<file path="src/rtl/m10k_rd_arbiter.sv">
`default_nettype none
// ============================================================================
//  Module   : m10k_rd_arbiter
//  Purpose  : Shares the read ports of an m10k_banks instance among N_REQ
//             requesters. Each bank runs its own round-robin arbiter, drives
//             its en/addr in the grant cycle, tracks every in-flight read
//             through the fixed bank latency and routes the returning word
//             back to the requester that issued it.
//  Revision : 1.0 - initial release
// ============================================================================
module m10k_rd_arbiter #(
  parameter  int N_REQ          = 4,
  parameter  int N_BANKS        = 4,
  parameter  int DEPTH_PER_BANK = 16,
  parameter  int W              = 32,
  parameter  int READ_LATENCY   = 3,
  localparam int AW             = $clog2(DEPTH_PER_BANK),
  localparam int BW             = $clog2(N_BANKS),
  localparam int RW             = $clog2(N_REQ)
) (
  input  logic                            clk,
  input  logic                            rst_n,
  // requester side
  input  logic [N_REQ-1:0]                req_valid_i,
  input  logic [N_REQ-1:0][BW-1:0]        req_bank_i,
  input  logic [N_REQ-1:0][AW-1:0]        req_addr_i,
  output logic [N_REQ-1:0]                req_ready_o,
  output logic [N_REQ-1:0]                rsp_valid_o,
  output logic [N_REQ-1:0][W-1:0]         rsp_data_o,
  // bank read ports
  output logic [N_BANKS-1:0]              b_en_o,
  output logic [N_BANKS-1:0][AW-1:0]      b_addr_o,
  input  logic [N_BANKS-1:0][W-1:0]       b_dout_i
);

  // --------------------------------------------------------------------------
  // Declarations
  // --------------------------------------------------------------------------
  // Which requesters are asking for which bank this cycle
  logic [N_BANKS-1:0][N_REQ-1:0]               w_cand;
  // Per-bank grant and winning requester
  logic [N_BANKS-1:0]                          w_gnt;
  logic [N_BANKS-1:0][RW-1:0]                  w_win;
  // Search scratch for the rotating priority scan
  logic [RW:0]                                 w_sum;
  logic [RW-1:0]                               w_idx;
  // Per-requester acceptance, before reset gating
  logic [N_REQ-1:0]                            w_ready;

  // Round-robin pointers, one per bank
  logic [N_BANKS-1:0][RW-1:0]                  rr_ptr_q, rr_ptr_d;
  // Last granted address per bank (held while the bank is idle)
  logic [N_BANKS-1:0][AW-1:0]                  b_addr_q, b_addr_d;
  // In-flight read tracker: one {vld,id} shift register per bank
  logic [N_BANKS-1:0][READ_LATENCY-1:0]        trk_vld_q, trk_vld_d;
  logic [N_BANKS-1:0][READ_LATENCY-1:0][RW-1:0] trk_id_q, trk_id_d;
  // Registered response
  logic [N_REQ-1:0]                            rsp_valid_q, rsp_valid_d;
  logic [N_REQ-1:0][W-1:0]                     rsp_data_q, rsp_data_d;

  // --------------------------------------------------------------------------
  // Request decode
  // --------------------------------------------------------------------------
  // Each requester presents exactly one bank, so it is a candidate on at most one bank
  always_comb begin
    w_cand = '0;
    for (int b = 0; b < N_BANKS; b++) begin
      for (int r = 0; r < N_REQ; r++) begin
        if (req_valid_i[r] && (req_bank_i[r] == BW'(b))) begin
          w_cand[b][r] = 1'b1;
        end
      end
    end
  end

  // --------------------------------------------------------------------------
  // Arbitration
  // --------------------------------------------------------------------------
  // Per bank, pick the first candidate at or after rr_ptr, wrapping modulo N_REQ
  always_comb begin
    w_gnt = '0;
    w_win = '0;
    w_sum = '0;
    w_idx = '0;
    for (int b = 0; b < N_BANKS; b++) begin
      for (int k = 0; k < N_REQ; k++) begin
        // ptr and k are both below N_REQ, so one subtraction is enough to wrap
        w_sum = {1'b0, rr_ptr_q[b]} + (RW+1)'(k);
        if (w_sum >= (RW+1)'(N_REQ)) begin
          w_sum = w_sum - (RW+1)'(N_REQ);
        end
        w_idx = w_sum[RW-1:0];
        if (!w_gnt[b] && w_cand[b][w_idx]) begin
          w_gnt[b] = 1'b1;
          w_win[b] = w_idx;
        end
      end
    end
  end

  // A requester is accepted when the bank it targets picked it this cycle
  always_comb begin
    w_ready = '0;
    for (int r = 0; r < N_REQ; r++) begin
      w_ready[r] = req_valid_i[r]
                && w_gnt[req_bank_i[r]]
                && (w_win[req_bank_i[r]] == RW'(r));
    end
  end

  // Advance the pointer past the winner; an idle bank keeps its pointer
  always_comb begin
    rr_ptr_d = rr_ptr_q;
    for (int b = 0; b < N_BANKS; b++) begin
      if (w_gnt[b]) begin
        if (w_win[b] == RW'(N_REQ - 1)) begin
          rr_ptr_d[b] = '0;
        end else begin
          rr_ptr_d[b] = w_win[b] + RW'(1);
        end
      end
    end
  end

  // --------------------------------------------------------------------------
  // Bank drive
  // --------------------------------------------------------------------------
  // Route the winner's address to the bank; keep the previous address when idle
  always_comb begin
    b_addr_d = b_addr_q;
    for (int b = 0; b < N_BANKS; b++) begin
      if (w_gnt[b]) begin
        b_addr_d[b] = req_addr_i[w_win[b]];
      end
    end
  end

  // Handshake and bank strobes are forced low while reset is asserted, whatever the inputs
  assign req_ready_o = rst_n ? w_ready  : '0;
  assign b_en_o      = rst_n ? w_gnt    : '0;
  assign b_addr_o    = rst_n ? b_addr_d : '0;

  // --------------------------------------------------------------------------
  // In-flight tracking
  // --------------------------------------------------------------------------
  // Stage 0 captures this cycle's grant; the last stage lines up with valid b_dout
  always_comb begin
    trk_vld_d = trk_vld_q;
    trk_id_d  = trk_id_q;
    for (int b = 0; b < N_BANKS; b++) begin
      trk_vld_d[b][0] = w_gnt[b];
      trk_id_d[b][0]  = w_win[b];
      for (int s = 1; s < READ_LATENCY; s++) begin
        trk_vld_d[b][s] = trk_vld_q[b][s-1];
        trk_id_d[b][s]  = trk_id_q[b][s-1];
      end
    end
  end

  // --------------------------------------------------------------------------
  // Response steering
  // --------------------------------------------------------------------------
  // Reads retiring together were granted together, so their ids never collide
  always_comb begin
    rsp_valid_d = '0;
    rsp_data_d  = rsp_data_q;
    for (int b = 0; b < N_BANKS; b++) begin
      if (trk_vld_q[b][READ_LATENCY-1]) begin
        rsp_valid_d[trk_id_q[b][READ_LATENCY-1]] = 1'b1;
        rsp_data_d[trk_id_q[b][READ_LATENCY-1]]  = b_dout_i[b];
      end
    end
  end

  assign rsp_valid_o = rsp_valid_q;
  assign rsp_data_o  = rsp_data_q;

  // --------------------------------------------------------------------------
  // State registers
  // --------------------------------------------------------------------------
  // Control state; reset discards every in-flight read and restarts rotation at 0
  always_ff @(posedge clk or negedge rst_n) begin
    if (!rst_n) begin
      rr_ptr_q    <= '0;
      b_addr_q    <= '0;
      trk_vld_q   <= '0;
      rsp_valid_q <= '0;
      rsp_data_q  <= '0;
    end else begin
      rr_ptr_q    <= rr_ptr_d;
      b_addr_q    <= b_addr_d;
      trk_vld_q   <= trk_vld_d;
      rsp_valid_q <= rsp_valid_d;
      rsp_data_q  <= rsp_data_d;
    end
  end

  // Requester ids only matter alongside a set vld bit, so they carry no reset
  always_ff @(posedge clk) begin
    trk_id_q <= trk_id_d;
  end

endmodule
`default_nettype wire

</file>
<file path="config.mk">
export PLATFORM = sky130hd
export DESIGN_NAME = m10k_rd_arbiter
export DESIGN_NICKNAME = d
export VERILOG_FILES = /design/src/rtl/m10k_rd_arbiter.sv
export SDC_FILE = /design/constraint.sdc
export NUM_CORES = 1
export LEC_CHECK = 0
export BUFFER_PORTS_ARGS = -buffer_cell sky130_fd_sc_hd__buf_4
export CAP_MARGIN = 20
export CORE_MARGIN = 4
export CORE_UTILIZATION = 58
export DETAILED_ROUTE_END_ITERATION = 12
export PLACE_DENSITY_LB_ADDON = 0.08
export SLEW_MARGIN = 10
export SYNTH_ARGS = -nofsm -noshare
export SYNTH_HDL_FRONTEND = slang
export SYNTH_SLANG_ARGS = --single-unit
</file>
<file path="constraint.sdc">
create_clock -name clk -period 4.5 [get_ports clk]
set_input_delay 1.125 -clock clk [delete_from_list [all_inputs] [get_ports clk]]
set_output_delay 1.125 -clock clk [all_outputs]
set_load 0.03 [all_outputs]
</file>
==> key figures <==
CTS
  – Number of setup buffers added after CTS: 0
  – Root Driver: clkbuf_16
  – Number of H-tree levels: 4
  – Hold bufs inserted after CTS: 0
  – Clock Latency Late Sink: 440 ps
  – Post-CTS sizing: 0
  – CTS sink cnt: 192
  – CTS buffer count: 17
  – CTS max path bufs: 2
  – CTS tree: built
  – Clk slew on worst S/H paths: about 70 ps

Cells and area
  – Area growth syn-to-layout: 26.5%
  – Ant diodes: 0
  – Most common cell after layout, fill and taps aside: buf_4
  – Fraction of layout cells with a size suffix above 1: around a quarter
  – Layout Nets: about 1800
  – Final Cell Area: roughly 15000 um^2
  – Most frequent cells in the layout: buf_4 (339), nor2_1 (247), a21oi_1 (246)

Pwr
  – Sequential power share: 33.3%
  – Switching Fraction: a little over two fifths
  – Share of power burned in the clock network: 18.6%
  – Leakage dissipation: about 7.1 nW
  – Comb power frac: 48.2%
  – Net switching power: ~3.4 mW
  – Power Internal: around 4.6 mW
  – Peak supply drop: 0.000357 V
  – Cell Pwr Density: ~540 nW/um^2

Timing
  – Clock skew: between 15 and 20 ps
  – Minimum clock period: between 4000 and 5000 ps
  – Hold Vio Cnt, Final: 0
  – Final count of pins violating max slew: 0
  – Setup TNS: 0 ps
  – Worst-Margin Slew: 1100 ps
  – Tcrit/Tclk final: 95.1%
  – Setup violations, final: 0
  – RSZ-0062 raised after global routing: false
  – Relative slew margins: 26.6%
  – Fmax: approximately 230 MHz

Run
  – Max cap viols: 0

Setup path
  – Setup CP Type: in -> out
  – Critical Path Most Common Cell: buf_4
  – Largest stage delay, worst path: 500 ps
  – Startpoint Class: primary input
  – Crit Path Max Fanout: 17
  – CP Capture Type: output port
  – Worst path required time: 3380 ps
  – Critical Path AT: 3160 ps
  – Critical Path Slowest Stage Cell: or4bb_1
  – Crit path cell chain: buf_4, or4bb_1, a311oi_1, or2_1, o21ai_0, a211oi_1, buf_4

Routing
  – First-pass DRT Iterations: 6
  – Vias/cell: between 6 and 7
  – ANT nets after route: 0
  – Avg WL per Cell: 21.2 um
  – Initial DRC count: about 1100
  – Vias: between 10000 and 15000
  – DRC Markers: 0
  – Final WL: 40000 um

Synthesis
  – Seq/Total Area, Yosys: approximately two fifths
  – Synth top area cells: dfrtp_1 (36%), mux2i_1 (12%), a21oi_1 (11%), a211oi_1 (9.6%), nor2_1 (8.0%)
  – Mean Syn Cell Area: 8.55 um^2
  – Leading area contributor after synthesis: dfrtp_1
  – Netlist Area Pre-Place: 11700 um^2
  – Post-synthesis register bit count: 192
  – Yosys cell types: 74
  – Yosys top cell area share: 36.0%
  – Syn_nets: 1523
  – Gate Count Post-Synth: between 1000 and 1500
  – EDFF count, synth: 0
  – FFs w/ async S/R, synth: between 80% and 90%
  – YS warnings: 0
  – Top FF cell, synth: dfrtp_1

Global route
  – Grt ovf: 0
  – Global-route wire length before repair: a little over 60000 um
  – Vias in the first global route: 11500
  – Initial antenna violation count: 0
  – Gr usage total: 34.5%
  – Largest net degree at the start of global routing: 66

Floorplan
  – # rows: between 50 and 60
  – Core area: between 15000 and 20000 um^2
  – IO Pins: between 300 and 400
  – Initial Utilization: 59.4%
  – Die ar.: between 20000 and 25000 um^2
  – Die W: 150 um
  – Chip Height: about 150 um

Status
  – Status: completed

Place
  – HPWL after DPL: approximately 28000 um
  – GPL Wtd Cong: roughly 0.95
  – IO buf count: ~310
  – Cell Area, Placed: 14200 um^2

Hold path
  – HP Class: reg -> reg
-- power by group through the flow --
stage / Sequential, mW / Clock, mW / Combinational, mW
2_1_floorplan: 3.53 / 0 / 1.49
3_3_place_gp: 2.66 / 0 / 3.73
3_5_place_dp: 2.67 / 0 / 3.80
4_1_cts: 2.65 / 1.50 / 3.82
5_1_grt: 2.71 / 1.58 / 4.11
6_report: 2.65 / 1.48 / 3.84
-- cell usage after synthesis, types with 5 or more instances --
library cell and number:
a21boi_0 5, nor3_1 7, and3_1 6, a21oi_1 246
nand3b_1 12, nand3_1 10, buf_2 17, a2111oi_1 5
and4b_1 5, o21ai_0 39, clkbuf_1 83, nor2_1 248
a211oi_1 150, buf_1 11, nor3b_1 6, mux2i_1 138
nand2_1 48, nand4_1 13, a31oi_1 6, dfxtp_1 24
dfrtp_1 168, inv_1 14
-- cell type report --
| cell class | count | area, um^2 |
|---|---|---|
| inverters | 19 | 76.3 |
| multi-input cells | 1035 | 6470 |
| well taps | 265 | 332 |
| clock inverters | 12 | 108 |
| clock buffers | 20 | 468 |
| fillers | 1523 | 4890 |
| flip-flops and latches | 192 | 4680 |
| repair buffers | 344 | 2620 |
-- layer usage --
layer	global-route usage, %	share of wire, %	vias to the layer above
li1	-	-	5528
met1	45.0	38	5653
met2	54.5	46	729
met3	7.60	11	128
met4	17.0	4.7	0
met5	0	0	-
-- critical path: cells and delay by family --
family	cells	cell delay (ps)
buffers and inverters	2	400
AOI/OAI and AO/OA	3	810
and+or+nand+nor	2	820
-- flip-flops by register name, indices dropped and copies added, names as in the netlist --
register	flops
rr_ptr_q	8
rsp_valid_o	4
b_addr_q	16
trk_id_d	16
trk_vld_d	8
rsp_data_o	128
trk_vld_q	4
trk_id_q	8
-- cell families after synthesis --
logic type | count (synthesis) | share of synthesized area (%)
DFF | 192 | 40.1
and+or+nand+nor | 389 | 15.8
buffers and inverters | 138 | 5.00
xor gates and xnor gates | 1 | 0.0750
AOI/OAI and AO/OA | 506 | 27.1
muxes | 139 | 12.0
-- stage by stage --
stage | total power [mW] | utilization [%] | hold WS [ps] | setup slack, ps | std cells
after floorplan | 5.03 | - | 310 | 107 | 1365
after global placement | 6.39 | 72.0 | 311 | 332 | 1853
after detailed placement | 6.48 | 72.0 | 312 | 252 | 1853
after CTS | 7.97 | 75.0 | 329 | 249 | 1885
after global routing | 8.41 | 75.1 | 335 | 117 | 1887
final | 7.98 | 75.1 | 328 | 218 | 1887
-- final timing paths --
check	from	endpoint	slack, ps	depth (start not counted)
worst min register to register	trk_id_d[16]	trk_id_q[16]	330	0
worst max-delay path	req_bank_i[0]	b_addr_o[3]	220	7
worst min-delay path	trk_id_d[16]	trk_id_q[16]	330	0
max in group asynchronous	rst_n	rsp_data_o[107]	2120	3
min in group asynchronous	rst_n	rr_ptr_q[0]	530	1
worst max register to register	trk_vld_q[2]	rsp_data_o[4]	1980	6
(Power assumes the default switching activity.)
